File: config.mk
export PLATFORM = sky130hd
export DESIGN_NAME = data_mem_responder
export DESIGN_NICKNAME = d
export VERILOG_FILES = /design/src/rtl/data_mem_responder.sv
export SDC_FILE = /design/constraint.sdc
export NUM_CORES = 2
export LEC_CHECK = 0
export BUFFER_PORTS_ARGS = -buffer_cell sky130_fd_sc_hd__buf_2
export CAP_MARGIN = 20
export CORE_ASPECT_RATIO = 0.6
export CORE_MARGIN = 1
export CORE_UTILIZATION = 60
export CTS_CLUSTER_DIAMETER = 150
export DETAILED_ROUTE_END_ITERATION = 10
export PLACE_DENSITY = 0.74
export SLEW_MARGIN = 40
export SYNTH_ARGS = -nofsm -noshare
export SYNTH_HDL_FRONTEND = slang
export SYNTH_SLANG_ARGS = --single-unit
File: constraint.sdc
create_clock -name clk -period 5.55 [get_ports clk]
set_clock_uncertainty 0.2 [all_clocks]
set_input_delay 0.2775 -clock clk [delete_from_list [all_inputs] [get_ports clk]]
set_output_delay 0.2775 -clock clk [all_outputs]
set_load 0.01 [all_outputs]
File: src/rtl/data_mem_responder.sv
// Fixed-latency data-memory responder for a pipelined core's MEM stage.
// Stalls the pipeline for LATENCY cycles per access and then completes the access in a one-cycle DONE state.
module data_mem_responder #(
   parameter int ADDR_WIDTH = 6,
   parameter int LATENCY    = 2
) (
   input  logic        clk,
   input  logic        rst_n,
   input  logic        mem_ren,
   input  logic        mem_wen,
   input  logic [31:0] mem_addr,
   input  logic [31:0] mem_dout,
   output logic [31:0] mem_din,
   output logic        mem_stall,
   output logic        mem_err
);

   localparam int         DEPTH    = 1 << ADDR_WIDTH;
   localparam logic [3:0] CNT_LOAD = 4'(LATENCY - 1);

   typedef enum logic [1:0] {IDLE, BUSY, DONE} state_t;

   state_t                  state;
   logic [3:0]              cnt;
   logic                    lat_wr;
   logic [31:0]             lat_addr;
   logic [31:0]             lat_data;
   logic [31:0]             ram [DEPTH];

   logic                    one_op;
   logic                    aligned;
   logic                    req_ok;
   logic                    req_bad;
   logic                    finish;
   logic                    acc_wr;
   logic [31:0]             acc_addr;
   logic [31:0]             acc_data;
   logic                    acc_oor;
   logic [ADDR_WIDTH-1:0]   acc_idx;

   // Requests are qualified by rst_n so nothing stalls or completes while reset is held.
   always_comb begin
      one_op   = mem_ren ^ mem_wen;
      aligned  = (mem_addr[1:0] == 2'b00);
      req_ok   = rst_n && (state == IDLE) && one_op && aligned;
      req_bad  = rst_n && (state == IDLE) && (mem_ren || mem_wen) && !(one_op && aligned);
      finish   = (req_ok && (LATENCY == 1)) || (rst_n && (state == BUSY) && (cnt == 4'd1));
      mem_stall = req_ok || (state == BUSY);
   end

   // With LATENCY==1 the access completes on the same edge that would latch it, so use live inputs.
   always_comb begin
      acc_wr   = (state == IDLE) ? mem_wen  : lat_wr;
      acc_addr = (state == IDLE) ? mem_addr : lat_addr;
      acc_data = (state == IDLE) ? mem_dout : lat_data;
      acc_oor  = (acc_addr >> (ADDR_WIDTH + 2)) != 32'd0;
      acc_idx  = acc_addr[ADDR_WIDTH+1:2];
   end

   always_ff @(posedge clk or negedge rst_n) begin
      if (!rst_n) begin
         state    <= IDLE;
         cnt      <= 4'd0;
         lat_wr   <= 1'b0;
         lat_addr <= 32'd0;
         lat_data <= 32'd0;
         mem_din  <= 32'd0;
         mem_err  <= 1'b0;
      end else begin
         mem_err <= req_bad;
         if (finish && !acc_wr) begin
            mem_din <= acc_oor ? 32'd0 : ram[acc_idx];
         end
         case (state)
            IDLE: begin
               if (req_ok) begin
                  lat_wr   <= mem_wen;
                  lat_addr <= mem_addr;
                  lat_data <= mem_dout;
                  cnt      <= CNT_LOAD;
                  state    <= (LATENCY == 1) ? DONE : BUSY;
               end
            end
            BUSY: begin
               cnt <= cnt - 4'd1;
               if (cnt == 4'd1) begin
                  state <= DONE;
               end
            end
            DONE:    state <= IDLE;
            default: state <= IDLE;
         endcase
      end
   end

   // Storage is deliberately outside the reset domain so contents survive rst_n.
   always_ff @(posedge clk) begin
      if (finish && acc_wr && !acc_oor) begin
         ram[acc_idx] <= acc_data;
      end
   end

endmodule

==> flow_metrics.env <==
export IMPL_switchingPower_w=0.01652
export IMPL_fin_crit_sh=0.8696
export IMPL_layout_nets=5511
export IMPL_place_hpwl_mm=159.6
export IMPL_crit_required_ns=6.11
export IMPL_syn_area_sq_um=80400
export IMPL_layout_commonest_cell="edfxtp_1"
export IMPL_die_w_um=474.6
export IMPL_cts_tree="done"
export IMPL_relSlewSlack=0.2768
export IMPL_end_kind="flip-flop"
export IMPL_tightest_slew_ns=1.057
export IMPL_grt_antenna_before_repair=21
export IMPL_p_leak_nw=29.73
export IMPL_synthToLayoutAreaGrowth_pct=13.58
export IMPL_globalplace_congestion=0.9457
export IMPL_p_comb_frac=0.280
export IMPL_start_util=0.6081
export IMPL_place_inst=6973
export IMPL_final_cell_area_sq_um=91320
export IMPL_first_iter_violations=11746
export IMPL_grt_pass1_vias=51368
export IMPL_cts_buffer_depth=3
export IMPL_totalNegativeSetupSlack_ns=0
export IMPL_synth_edf_count=2048
export IMPL_setup_viol=0
export IMPL_ys_seq_area_frac=0.7967
export IMPL_grt_usage=0.4225
export IMPL_power_density_nw_per_um2=514.0
export IMPL_first_pass_iters=7
export IMPL_power_frac_clock=0.268
export IMPL_final_cell_mix="edfxtp_1 (2048), nand2_1 (705), o22ai_1 (490)"
export IMPL_cp_max_fo=64
export IMPL_fp_row_count=103
export IMPL_synthFlopType="edfxtp_1"
export IMPL_ctsRootBufferMaster="clkbuf_16"
export IMPL_min_path_type="input pin to flip-flop"
export IMPL_numCtsBuffers=180
export IMPL_finalHoldViolations=0
export IMPL_ys_async_sr_fraction=0.04744
export IMPL_htreeDepth=4
export IMPL_switching_share=0.3519
export IMPL_critPathKind="flip-flop to flip-flop"
export IMPL_synth_cells=5178
export IMPL_yosys_warnings=0
export IMPL_synth_cell_types=82
export IMPL_place_area_sq_um=84850
export IMPL_wl_per_cell_um=38.90
export IMPL_ir_drop_mv=0.6320
export IMPL_power_share_sequential=0.452
export IMPL_clk_pin_slew_ns=0.07
export IMPL_fmax_ghz=0.2072
export IMPL_ys_ff_latch=2150
export IMPL_syn_num_nets=5249
export IMPL_grt_ovfl_total=0
export IMPL_clk_insertion_delay_late_ns=0.83
export IMPL_grt_pass1_wl_mm=393.3
export IMPL_grt_max_degree=97
export IMPL_die_height_um=285.6
export IMPL_power_internal_w=0.03042
export IMPL_postRouteAntennaNets=0
export IMPL_fin_crit_ns=4.826
export IMPL_cap_viol_max_count=0
export IMPL_fp_dieArea_sq_um=135500
export IMPL_cp_data_arrival_time_ns=5.39
export IMPL_drcViolationCount=0
export IMPL_drive_above_1_share=0.1435
export IMPL_drt_total_wl_mm=287.6
export IMPL_status="finished, final reports clean"
export IMPL_hold_ws_ns=0.04505
export IMPL_postSynthAreaPerCell_sq_um=15.53
export IMPL_rsz0062_at_grt="no"
export IMPL_cts_sinks=2150
export IMPL_num_vias=54864
export IMPL_cts_setup_buffers=0
export IMPL_io_pins=102
export IMPL_core_area_sq_um=132200
export IMPL_routed_via_density=7.421
export IMPL_io_buffers=101
export IMPL_layout_cells_non_filler=7393
export IMPL_drv_slew=0
export IMPL_cp_start_kind="flip-flop"
-- flip-flops by register name (all words and copies together) (netlist names) --
name,flops
lat_data,32
mem_err,1
mem_din,32
lat_wr,1
ram,2048
lat_addr,30
cnt,4
state,2
-- final cells by class --
cell class	instances	area (sq um)
fillers	8475	40900
multi-input cells	2702	15690
clock buffers	242	4873
diodes	12	30.03
clock inverters	96	798.3
flip-flops and latches	2150	64050
well taps	1785	2233
repair buffers	398	3618
inverters	8	30.03
-- synthesized netlist by cell type (65+ instances only) --
| cell | instances | area (sq um) |
|---|---|---|
| nor4_1 | 81 | 506.7 |
| dfrtp_1 | 102 | 2552 |
| nand3_1 | 160 | 800.8 |
| mux2_2 | 65 | 732.0 |
| nand2_1 | 750 | 2815 |
| buf_2 | 135 | 675.7 |
| nor3_1 | 99 | 495.5 |
| clkbuf_1 | 105 | 394.1 |
| nor2_1 | 287 | 1077 |
| a21oi_1 | 264 | 1321 |
| o22ai_1 | 490 | 3065 |
| a31oi_1 | 142 | 888.4 |
| edfxtp_1 | 2048 | 61500 |
-- power by group through the flow --
stage | Sequential (W) | Clock, W | Combinational (W)
finish | 0.0212 | 0.0126 | 0.0131
global route | 0.0212 | 0.0131 | 0.0132
CTS | 0.0212 | 0.0125 | 0.0124
detailed placement | 0.0215 | 0 | 0.0123
global placement | 0.0216 | 0 | 0.0120
floorplan | 0.0215 | 0 | 0.00648
-- critical path, stage by stage (launching register included) --
cell	delay (ns)
dfrtp_1	0.66
or2_4	0.69
mux2_8	0.84
buf_4	0.43
nand2_1	0.15
a32o_1	0.29
a211oi_1	0.31
o221ai_1	0.36
nor4_1	0.61
a22o_1	0.21
-- through the flow --
stage / util / total power, W / worst slack (ns)
floorplan: - / 0.02795 / 1.277
global placement: 0.6406 / 0.03353 / 0.7262
detailed placement: 0.6417 / 0.03384 / 1.097
CTS: 0.6899 / 0.04610 / 1.048
global route: 0.6904 / 0.04758 / 0.7328
finish: 0.6907 / 0.04694 / 0.7236
-- final timing paths --
check                              from      endpoint  slack [ns]  cells after the start
max                            state[0]   mem_din[23]        0.72                      9
min                        mem_addr[24]  lat_addr[24]        0.05                      3
max reg2reg                    state[0]   mem_din[23]        0.72                      9
min reg2reg                 lat_data[9]   lat_data[9]        0.31                      1
max in group asynchronous         rst_n   mem_din[22]        4.06                      4
min in group asynchronous         rst_n   mem_din[21]        0.49                      4
-- what timing repair did --
item / 4_1_cts / 5_1_grt
hold buffers: 69 / 0
endpoints found under the hold margin: 166 / 0
gates resized for setup: 0 / 0
-- cells by family (layout without fill, tap and decap cells) --
group,count (synthesis),after routing,share of synthesized area
AOI/OAI and AO/OA,1161,1161,0.09443
and+or+nand+nor,1438,1438,0.07600
DFF,2150,2150,0.7967
other,0,12,0
muxes,99,99,0.01366
buffers and inverters,326,744,0.01867
adders and majority gates,3,3,0.0004669
xor gates and xnor gates,1,1,0.0001090
-- layer usage --
| layer | track usage | wire, um |
|---|---|---|
| met1 | 0.5848 | 96850 |
| met5 | 0.005901 | 284 |
| met4 | 0.2190 | 18160 |
| met3 | 0.1947 | 58290 |
| met2 | 0.5594 | 114000 |
Power figures use the tool's default switching activity.
